===== src/rtl/uart_cmd_decoder_if.sv =====
// Byte-stream handshake between the UART receive/transmit side and the command decoder.
// The decoder attaches through the slave modport; the UART side uses master.
interface uart_cmd_decoder_if;
    logic [7:0] rx_data_i;
    logic       rx_done_i;
    logic [7:0] tx_data_o;
    logic       tx_valid_o;
    logic       tx_ready_i;

    modport master (
        output rx_data_i, rx_done_i, tx_ready_i,
        input  tx_data_o, tx_valid_o
    );

    modport slave (
        input  rx_data_i, rx_done_i, tx_ready_i,
        output tx_data_o, tx_valid_o
    );
endinterface


===== src/rtl/uart_cmd_decoder.sv =====
// Assembles 5-byte SYNC/CMD/ADDR/DATA/CSUM frames from the UART receiver, updates a
// 4x8-bit config bank and queues a one-byte ACK/NAK/read-data response.
module uart_cmd_decoder #(
    parameter logic [7:0]  SYNC_BYTE   = 8'hA5,
    parameter logic [19:0] TIMEOUT_CYC = 20'd260400,
    parameter logic [31:0] CFG_RESET   = 32'h00000000,
    parameter logic [7:0]  ACK_BYTE    = 8'h06,
    parameter logic [7:0]  NAK_BYTE    = 8'h15
) (
    input  logic                 clk_i,
    input  logic                 rst_i,
    uart_cmd_decoder_if.slave    bus,
    output logic [31:0]          cfg_o,
    output logic                 cfg_wr_o,
    output logic [1:0]           cfg_addr_o,
    output logic                 busy_o,
    output logic                 err_o,
    output logic [1:0]           err_code_o
);

    localparam logic [7:0] CMD_WRITE = 8'h01;
    localparam logic [7:0] CMD_READ  = 8'h02;

    typedef enum logic [2:0] {
        S_IDLE,
        S_CMD,
        S_ADDR,
        S_DATA,
        S_CSUM,
        S_RESP
    } state_t;

    state_t      r_state,   w_stateNext;
    logic [7:0]  r_cmd,     w_cmdNext;
    logic [7:0]  r_addr,    w_addrNext;
    logic [7:0]  r_data,    w_dataNext;
    logic [19:0] r_timer,   w_timerNext;
    logic [31:0] r_cfg,     w_cfgNext;
    logic        r_cfgWr,   w_cfgWrNext;
    logic [1:0]  r_cfgAddr, w_cfgAddrNext;
    logic        r_err,     w_errNext;
    logic [1:0]  r_errCode, w_errCodeNext;
    logic        r_txValid, w_txValidNext;
    logic [7:0]  r_txData,  w_txDataNext;

    logic [7:0]  w_sum;
    logic        w_inFrame;
    logic [4:0]  w_byteSel;

    assign w_sum     = r_cmd + r_addr + r_data;
    assign w_inFrame = (r_state == S_CMD) || (r_state == S_ADDR) ||
                       (r_state == S_DATA) || (r_state == S_CSUM);
    assign w_byteSel = {r_addr[1:0], 3'b000};

    always_ff @(posedge clk_i) begin
        if (rst_i) begin
            r_state   <= S_IDLE;
            r_cmd     <= 8'h00;
            r_addr    <= 8'h00;
            r_data    <= 8'h00;
            r_timer   <= 20'd0;
            r_cfg     <= CFG_RESET;
            r_cfgWr   <= 1'b0;
            r_cfgAddr <= 2'd0;
            r_err     <= 1'b0;
            r_errCode <= 2'd0;
            r_txValid <= 1'b0;
            r_txData  <= 8'h00;
        end else begin
            r_state   <= w_stateNext;
            r_cmd     <= w_cmdNext;
            r_addr    <= w_addrNext;
            r_data    <= w_dataNext;
            r_timer   <= w_timerNext;
            r_cfg     <= w_cfgNext;
            r_cfgWr   <= w_cfgWrNext;
            r_cfgAddr <= w_cfgAddrNext;
            r_err     <= w_errNext;
            r_errCode <= w_errCodeNext;
            r_txValid <= w_txValidNext;
            r_txData  <= w_txDataNext;
        end
    end

    always_comb begin
        w_stateNext   = r_state;
        w_cmdNext     = r_cmd;
        w_addrNext    = r_addr;
        w_dataNext    = r_data;
        w_timerNext   = 20'd0;
        w_cfgNext     = r_cfg;
        w_cfgWrNext   = 1'b0;
        w_cfgAddrNext = r_cfgAddr;
        w_errNext     = 1'b0;
        w_errCodeNext = r_errCode;
        w_txValidNext = r_txValid;
        w_txDataNext  = r_txData;

        case (r_state)
            S_IDLE: begin
                if (bus.rx_done_i && (bus.rx_data_i == SYNC_BYTE)) w_stateNext = S_CMD;
            end
            S_CMD: begin
                if (bus.rx_done_i) begin
                    w_cmdNext   = bus.rx_data_i;
                    w_stateNext = S_ADDR;
                end
            end
            S_ADDR: begin
                if (bus.rx_done_i) begin
                    w_addrNext  = bus.rx_data_i;
                    w_stateNext = S_DATA;
                end
            end
            S_DATA: begin
                if (bus.rx_done_i) begin
                    w_dataNext  = bus.rx_data_i;
                    w_stateNext = S_CSUM;
                end
            end
            S_CSUM: begin
                // Checksum failure outranks a bad command/address.
                if (bus.rx_done_i) begin
                    w_stateNext   = S_RESP;
                    w_txValidNext = 1'b1;
                    if (w_sum != bus.rx_data_i) begin
                        w_txDataNext  = NAK_BYTE;
                        w_errNext     = 1'b1;
                        w_errCodeNext = 2'd1;
                    end else if (((r_cmd != CMD_WRITE) && (r_cmd != CMD_READ)) || (r_addr > 8'd3)) begin
                        w_txDataNext  = NAK_BYTE;
                        w_errNext     = 1'b1;
                        w_errCodeNext = 2'd2;
                    end else if (r_cmd == CMD_WRITE) begin
                        w_cfgNext[w_byteSel +: 8] = r_data;
                        w_cfgWrNext   = 1'b1;
                        w_cfgAddrNext = r_addr[1:0];
                        w_txDataNext  = ACK_BYTE;
                    end else begin
                        w_txDataNext  = r_cfg[w_byteSel +: 8];
                    end
                end
            end
            S_RESP: begin
                if (r_txValid && bus.tx_ready_i) begin
                    w_stateNext   = S_IDLE;
                    w_txValidNext = 1'b0;
                end
            end
            default: w_stateNext = S_IDLE;
        endcase

        // A byte arriving on the limit cycle wins; only true silence aborts the frame.
        if (w_inFrame && !bus.rx_done_i) begin
            if (r_timer == TIMEOUT_CYC - 20'd1) begin
                w_stateNext   = S_IDLE;
                w_errNext     = 1'b1;
                w_errCodeNext = 2'd3;
            end else begin
                w_timerNext = r_timer + 20'd1;
            end
        end
    end

    assign bus.tx_data_o  = r_txData;
    assign bus.tx_valid_o = r_txValid;
    assign cfg_o          = r_cfg;
    assign cfg_wr_o       = r_cfgWr;
    assign cfg_addr_o     = r_cfgAddr;
    assign err_o          = r_err;
    assign err_code_o     = r_errCode;
    assign busy_o         = (r_state != S_IDLE);

endmodule


===== src/flat_wrapper.sv =====
// flat-port wrapper written by rule: the top's interface ports become plain ports
module uart_cmd_decoder_flat 
#(
    parameter logic [7:0]  SYNC_BYTE   = 8'hA5,
    parameter logic [19:0] TIMEOUT_CYC = 20'd260400,
    parameter logic [31:0] CFG_RESET   = 32'h00000000,
    parameter logic [7:0]  ACK_BYTE    = 8'h06,
    parameter logic [7:0]  NAK_BYTE    = 8'h15
)
  (clk_i, rst_i, cfg_o, cfg_wr_o, cfg_addr_o, busy_o, err_o, err_code_o, bus_rx_data_i, bus_rx_done_i, bus_tx_ready_i, bus_tx_data_o, bus_tx_valid_o);
  uart_cmd_decoder_if bus_i ();
  input  logic clk_i;
  input  logic rst_i;
  output logic [31:0] cfg_o;
  output logic cfg_wr_o;
  output logic [1:0] cfg_addr_o;
  output logic busy_o;
  output logic err_o;
  output logic [1:0] err_code_o;
  input wire logic [$bits(bus_i.rx_data_i)-1:0] bus_rx_data_i;
  input wire logic [$bits(bus_i.rx_done_i)-1:0] bus_rx_done_i;
  input wire logic [$bits(bus_i.tx_ready_i)-1:0] bus_tx_ready_i;
  output wire logic [$bits(bus_i.tx_data_o)-1:0] bus_tx_data_o;
  output wire logic [$bits(bus_i.tx_valid_o)-1:0] bus_tx_valid_o;
  assign bus_i.rx_data_i = bus_rx_data_i;
  assign bus_i.rx_done_i = bus_rx_done_i;
  assign bus_i.tx_ready_i = bus_tx_ready_i;
  assign bus_tx_data_o = bus_i.tx_data_o;
  assign bus_tx_valid_o = bus_i.tx_valid_o;
  uart_cmd_decoder #(.SYNC_BYTE(SYNC_BYTE), .TIMEOUT_CYC(TIMEOUT_CYC), .CFG_RESET(CFG_RESET), .ACK_BYTE(ACK_BYTE), .NAK_BYTE(NAK_BYTE)) u_core (.clk_i(clk_i), .rst_i(rst_i), .bus(bus_i), .cfg_o(cfg_o), .cfg_wr_o(cfg_wr_o), .cfg_addr_o(cfg_addr_o), .busy_o(busy_o), .err_o(err_o), .err_code_o(err_code_o));
endmodule

===== config.mk =====
export PLATFORM = sky130hd
export DESIGN_NAME = uart_cmd_decoder_flat
export DESIGN_NICKNAME = d
export VERILOG_FILES = /design/src/rtl/uart_cmd_decoder_if.sv /design/src/rtl/uart_cmd_decoder.sv /design/src/flat_wrapper.sv
export SDC_FILE = /design/constraint.sdc
export NUM_CORES = 1
export LEC_CHECK = 0
export BUFFER_PORTS_ARGS = -buffer_cell sky130_fd_sc_hd__buf_2
export CELL_PAD_IN_SITES_DETAIL_PLACEMENT = 1
export CELL_PAD_IN_SITES_GLOBAL_PLACEMENT = 1
export CORE_ASPECT_RATIO = 1.25
export CORE_MARGIN = 2
export CORE_UTILIZATION = 48
export DETAILED_ROUTE_END_ITERATION = 16
export PLACE_DENSITY_LB_ADDON = 0.1
export SYNTH_ARGS = -nofsm -noshare
export SYNTH_HDL_FRONTEND = slang
export SYNTH_SLANG_ARGS = --single-unit

===== constraint.sdc =====
create_clock -name clk_i -period 6.1 [get_ports clk_i]
set_input_delay 0.915 -clock clk_i [delete_from_list [all_inputs] [get_ports clk_i]]
set_output_delay 0.915 -clock clk_i [all_outputs]
set_load 0.01 [all_outputs]

Yosys cells after proc, flatten, opt, wreduce, memory -nomap -nowiden --
Index checks and enable logic that the tools add are counted.
Storage, ports and cells: register bits after elaboration 94, input bits 12
Operators by class: equal/unequal tests 13, shifts and indexed selects 3, reductions and logical operators 20, muxes and demuxes 29, bitwise gates (word level) 5, $lt $le $gt $ge 1, $add $sub $neg 4
Operator list (number):
- $bwmux 32 | 1
- $shift 8x7->32 const A | 1
- $shiftx 32x6->8 | 1
- $shiftx 8x7->32 | 1
- $mux 3 | 8
- $mux 8 | 3
- $add 20x1->20 const B | 1
- $eq 20x18->1 const B | 1
- $pmux 3 s6 | 1
- $add 8x8->8 | 2
- $mux 2 | 6
- $mux 1 | 9
- $eq 8x1->1 const B | 1
- $eq 8x8->1 const B | 1
- $gt 8x2->1 const B | 1
- $ne 8x1->1 const B | 1
- $ne 8x2->1 const B | 1
- $ne 8x8->1 | 1
- $reduce_and 2->1 | 4
- $neg 5->7 | 1
- $eq 3x2->1 const B | 2
- $eq 3x3->1 const B | 2
- $not 1->1 | 5
- $reduce_and 5->1 | 1
- 13 further kinds | 19

Logic depth before layout (Yosys ltp) --
word-level depth 9, depth in mapped cells 10, depth with buffers taken out 9

Worst setup path before layout --
No wires, ideal clock.
path type register to register, start register u_core.r_addr[1], end register u_core.r_txData[2], in the netlist u_core.bus.tx_data_o[2], arrival time 3.070 ns, data required time 5.981 ns, clock period less this slack 3.189 ns, setup slack 2.911 ns, path buffers 1, stages on the path, launching flop included 10, cell sequence dfxtp_1 fa_1 ha_1 fa_1 xnor2_1 xnor2_1 or4_4 buf_6 or4_4 o221a_1
On the way: word-level cells in the longest chain between the ends 4, elaborated cells between the ends (all ways) 9, classes of those cells 2 x add/sub; 1 x order compare; 1 x eq/ne; 1 x shift; 3 x mux; 1 x reduce/logical
RTL lines:
- start: declaration | line uart_cmd_decoder.sv:35 | logic [7:0] r_addr, w_addrNext;
- start signal: assignment | line uart_cmd_decoder.sv:72 | r_addr <= w_addrNext;
- $add 8x8->8, or another cell as far along (2 in series) | line uart_cmd_decoder.sv:50 | assign w_sum = r_cmd + r_addr + r_data;
- $ne 8x8->1 or $mux 8 (tied branches) | line uart_cmd_decoder.sv:126, uart_cmd_decoder.sv:130
- $mux 8 (*) | line uart_cmd_decoder.sv:126 | if (w_sum != bus.rx_data_i) begin
- end signal: assignment | line uart_cmd_decoder.sv:81 | r_txData <= w_txDataNext;
- end: declaration | line uart_cmd_decoder.sv:44 | logic [7:0] r_txData, w_txDataNext;
Every way passes the cells marked *; elsewhere a longest branch is shown, timed or not. A chain may end at the register's enable or synchronous reset.

Worst setup path in the final report --
start register u_core.r_addr[1], end register u_core.r_cfg[5], in the netlist u_core.cfg_o[5]
On the way: word-level cells in the longest chain between the ends 5, elaborated cells between the ends (all ways) 12, classes of those cells 3 x add/sub; 1 x order compare; 1 x eq/ne; 2 x shift; 1 x mux; 2 x bitwise; 2 x reduce/logical
RTL lines:
- $add 8x8->8 (2 in series) | line uart_cmd_decoder.sv:50
- $ne 8x8->1 | line uart_cmd_decoder.sv:126
- $not 1->1 (no line)
- $reduce_and 5->1 (no line)
- end signal: assignment | line uart_cmd_decoder.sv:75 | r_cfg <= w_cfgNext;
- end: declaration | line uart_cmd_decoder.sv:38 | logic [31:0] r_cfg, w_cfgNext;
Several ways; a longest one is shown, not always the timed one.

==> results.txt <==
Number of fill cells - 1,197
XOR/XNOR Fraction of Synth Area - 0.0692
Final wirelength - 12.8 mm
Post-synthesis adder-cell area fraction - 0.0650
CP Class - register to register
CTS H-tree depth - 3
Initial Utilization - 0.494
Clock power frac - 0.471
Worst-margin pin slew - 1.14 ns
CTS tree - yes
Final Max Slew Viols - 0
Total number of vias - 3,924
Mux share of post-synthesis cell area - 0.122
Sw frac - 0.214
CTS clk-pin slew, worst paths - 0.07 ns
Synth area leaders - dfxtp_1 39%, nand2_1 9.8%, mux2i_1 8.4%
Sequential power share - 0.502
RePlAce Congestion - 0.830
Critical Path RT - 6.37 ns
Die X-Extent - 93.2 um
Vias in the first global route - 4,153
Ant diodes - 0
Number of hold buffers added after cts - 0
Synth Cell Area - 0.00477 mm^2
PwrDens - 224 mW/mm^2
Yosys top cell by area - dfxtp_1
Overall Power - 1220 uW
CP Cell Sequence - fa_1 > ha_1 > fa_1 > xnor2_1 > xnor2_1 > or4_4 > nor4_4 > mux2i_1
Synth Warn # - 0
Buffers & Inverters on Critical Path - 0
Gr usage total - 0.249
Design area - 0.00546 mm^2
Met2 wire length - 6.50 mm
Max layer used - met4
CTS Sinks - 94
Antenna violations before repair - 0
FF+latch count, synth - 94
Peak Freq - 252 MHz
Pleak - 0.00199 uW
Hold WC Path Type - register to register
Number of remaining DRC errors - 0
Register area share after synthesis - 0.394
Clk buf depth - 2
CTS buffer count - 9
Status - complete, no violations
Post-synthesis simple-gate area fraction - 0.256
Fin crit period - 3.97 ns
Detailed Route Iter0 Violations - 125
Worst vdd ir - 0.122 mV
Slew headroom - 0.241
Drt pass-1 iters - 4
NetSw - 262 uW
CP max stage cell - dfxtp_1
Number of post-CTS setup repair buffers - 0
Largest family of logic cells by synthesized area - simple AND/OR/NAND/NOR gates
Synth-to-Final Area Change - 14.3%
RSZ-0062 raised after global routing - no
Post-synth EDFFs - 0
Top-area cell type share of the netlist area - 0.394
Critical path endpoint category - register
Final hold vios - 0
Largest net degree at the start of global routing - 45
Gate Count Post-Synth - 530
Largest delay share family, worst path - simple AND/OR/NAND/NOR gates
Post_cts resized - 0
Nets - 614
Max-cap violation count - 0
Post-synthesis async set-or-reset flop share - 0
Most frequent cells in the layout - 125 x nand2_1, 94 x dfxtp_1, 59 x buf_2, 46 x nor2_1, 40 x mux2i_1
Commonest non-fill, non-tap cell in the layout - nand2_1
Setup Skew - 0.0109 ns
Met3 wire length - 351 um
Synth Net Count - 562
Share of the clock period used by the worst path - 0.652
Internal cell power - 962 uW
Finished Core Util - 0.565
Share of layout cells above drive strength 1 - 0.169
Post-route ant nets - 0
# IOs - 60
Setup Viol. Count Final - 0
Startpoint types - register
Setup TNS - 0 ns
Hold slack - 0.444 ns
Unique masters post-synth - 52
HPWL Detailed - 9.43 mm
Area of placed instances - 0.00515 mm^2
Number of port buffers - 59
CP arrival - 4.24 ns
Clock root buffer - clkbuf_16
Post-synthesis compound-gate area fraction - 0.0687
Clk_lat worst skew - 0.35 ns
Crit path max fanout - 13
Comb pwr share - 0.027
Synth Flop Type - dfxtp_1
CORE AREA - 0.00966 mm^2
Slowest Stage Delay on Critical Path - 0.75 ns
Wire length on met1 - 5.63 mm
Die area - 0.0108 mm^2
Die Y - 115 um
Grt ovf - 0
Site Rows - 40
Routed length per instance - 17.9 um
Reg2Reg Setup Slack - 2.13 ns
Avg Cell Area, Syn - 9.01 um^2
DR vias/cell - 5.50
Global-route wire length before repair - 20.8 mm
## worst register-to-register path, delay by kind of cell, from the launching register on
kind	cells	cell delay, ns
multiplexers	1	0.29
XOR/XNOR	2	0.30
adder cells (fa/ha/maj)	3	1.21
flip-flops	1	0.75
AND/OR/NAND/NOR	2	1.36
## cells in the mapped netlist (2+ instances only)
cell / count
inv_1: 6
buf_4: 2
clkbuf_1: 14
fa_1: 8
a31oi_1: 3
xor2_1: 12
ha_1: 12
xnor2_1: 17
and2_1: 3
xnor2_2: 3
and4_1: 2
nor3b_1: 5
and3_1: 4
or3_1: 4
a2111oi_0: 2
buf_1: 3
or4_4: 2
nor2_1: 46
nor4bb_1: 2
a21oi_1: 33
nor3_1: 6
nand2_1: 125
nor4_4: 4
nand3_1: 12
dfxtp_1: 94
nor2b_1: 13
mux4_2: 8
o21ai_0: 11
nor4_1: 6
mux2i_1: 40
nand4_1: 7
## registers in the layout, indices dropped and copies added, names as in the netlist, 2 cells and up
| register | cells |
|---|---|
| u_core.cfg_addr_o | 2 |
| u_core.r_addr | 8 |
| u_core.r_state | 3 |
| u_core.r_data | 8 |
| u_core.r_cmd | 8 |
| u_core.r_timer | 20 |
| u_core.cfg_o | 32 |
| u_core.err_code_o | 2 |
| u_core.bus.tx_data_o | 8 |
## stage by stage
| step | std cells | setup slack [ns] |
|---|---|---|
| 2_1_floorplan | 530 | 2.91 |
| 3_3_place_gp | 697 | 2.31 |
| 3_5_place_dp | 697 | 2.13 |
| 4_1_cts | 713 | 2.13 |
| 5_1_grt | 713 | 1.93 |
| 6_report | 713 | 2.13 |
## power groups by stage
stage / Combinational (uW) / Sequential (uW) / Clock, uW
after detailed placement: 33.2 / 628 / 0
after global placement: 32.6 / 628 / 0
after floorplan: 20.0 / 628 / 0
after global routing: 35.5 / 613 / 613
final: 32.9 / 614 / 577
after CTS: 33.1 / 614 / 587
## path summary, 6_finish.rpt
path,from,to,cells after the start
min reg2reg,u_core.r_timer[0],u_core.r_timer[0],1
max,u_core.r_addr[1],u_core.cfg_o[5],8
max reg2reg,u_core.r_addr[1],u_core.cfg_o[5],8
min,u_core.r_timer[0],u_core.r_timer[0],1
## cells by family after synthesis
logic type / after synthesis
buffers and inverters: 28
xor gates and xnor gates: 33
AOI/OAI and AO/OA: 57
DFF: 94
adders and majority gates: 20
and+or+nand+nor: 250
muxes: 48
## metal layers
metal / vias up / track usage
met5: - / 0
met4: 0 / 0.103
met3: 19 / 0.0390
met2: 68 / 0.435
met1: 1920 / 0.309
li1: 1917 / -
## area by class of cell
class,count,area [um^2],area share
Timing Repair Buffer,62,318,0.0583
Multi-Input combinational cell,408,2770,0.508
Clock buffer,12,256,0.0470
Clock inverter,4,45.0,0.00826
Sequential cell,94,1880,0.345
Tap cell,126,158,0.0289
Inverter,7,26.3,0.00482
Note: power is estimated with default switching activity, not from simulation.
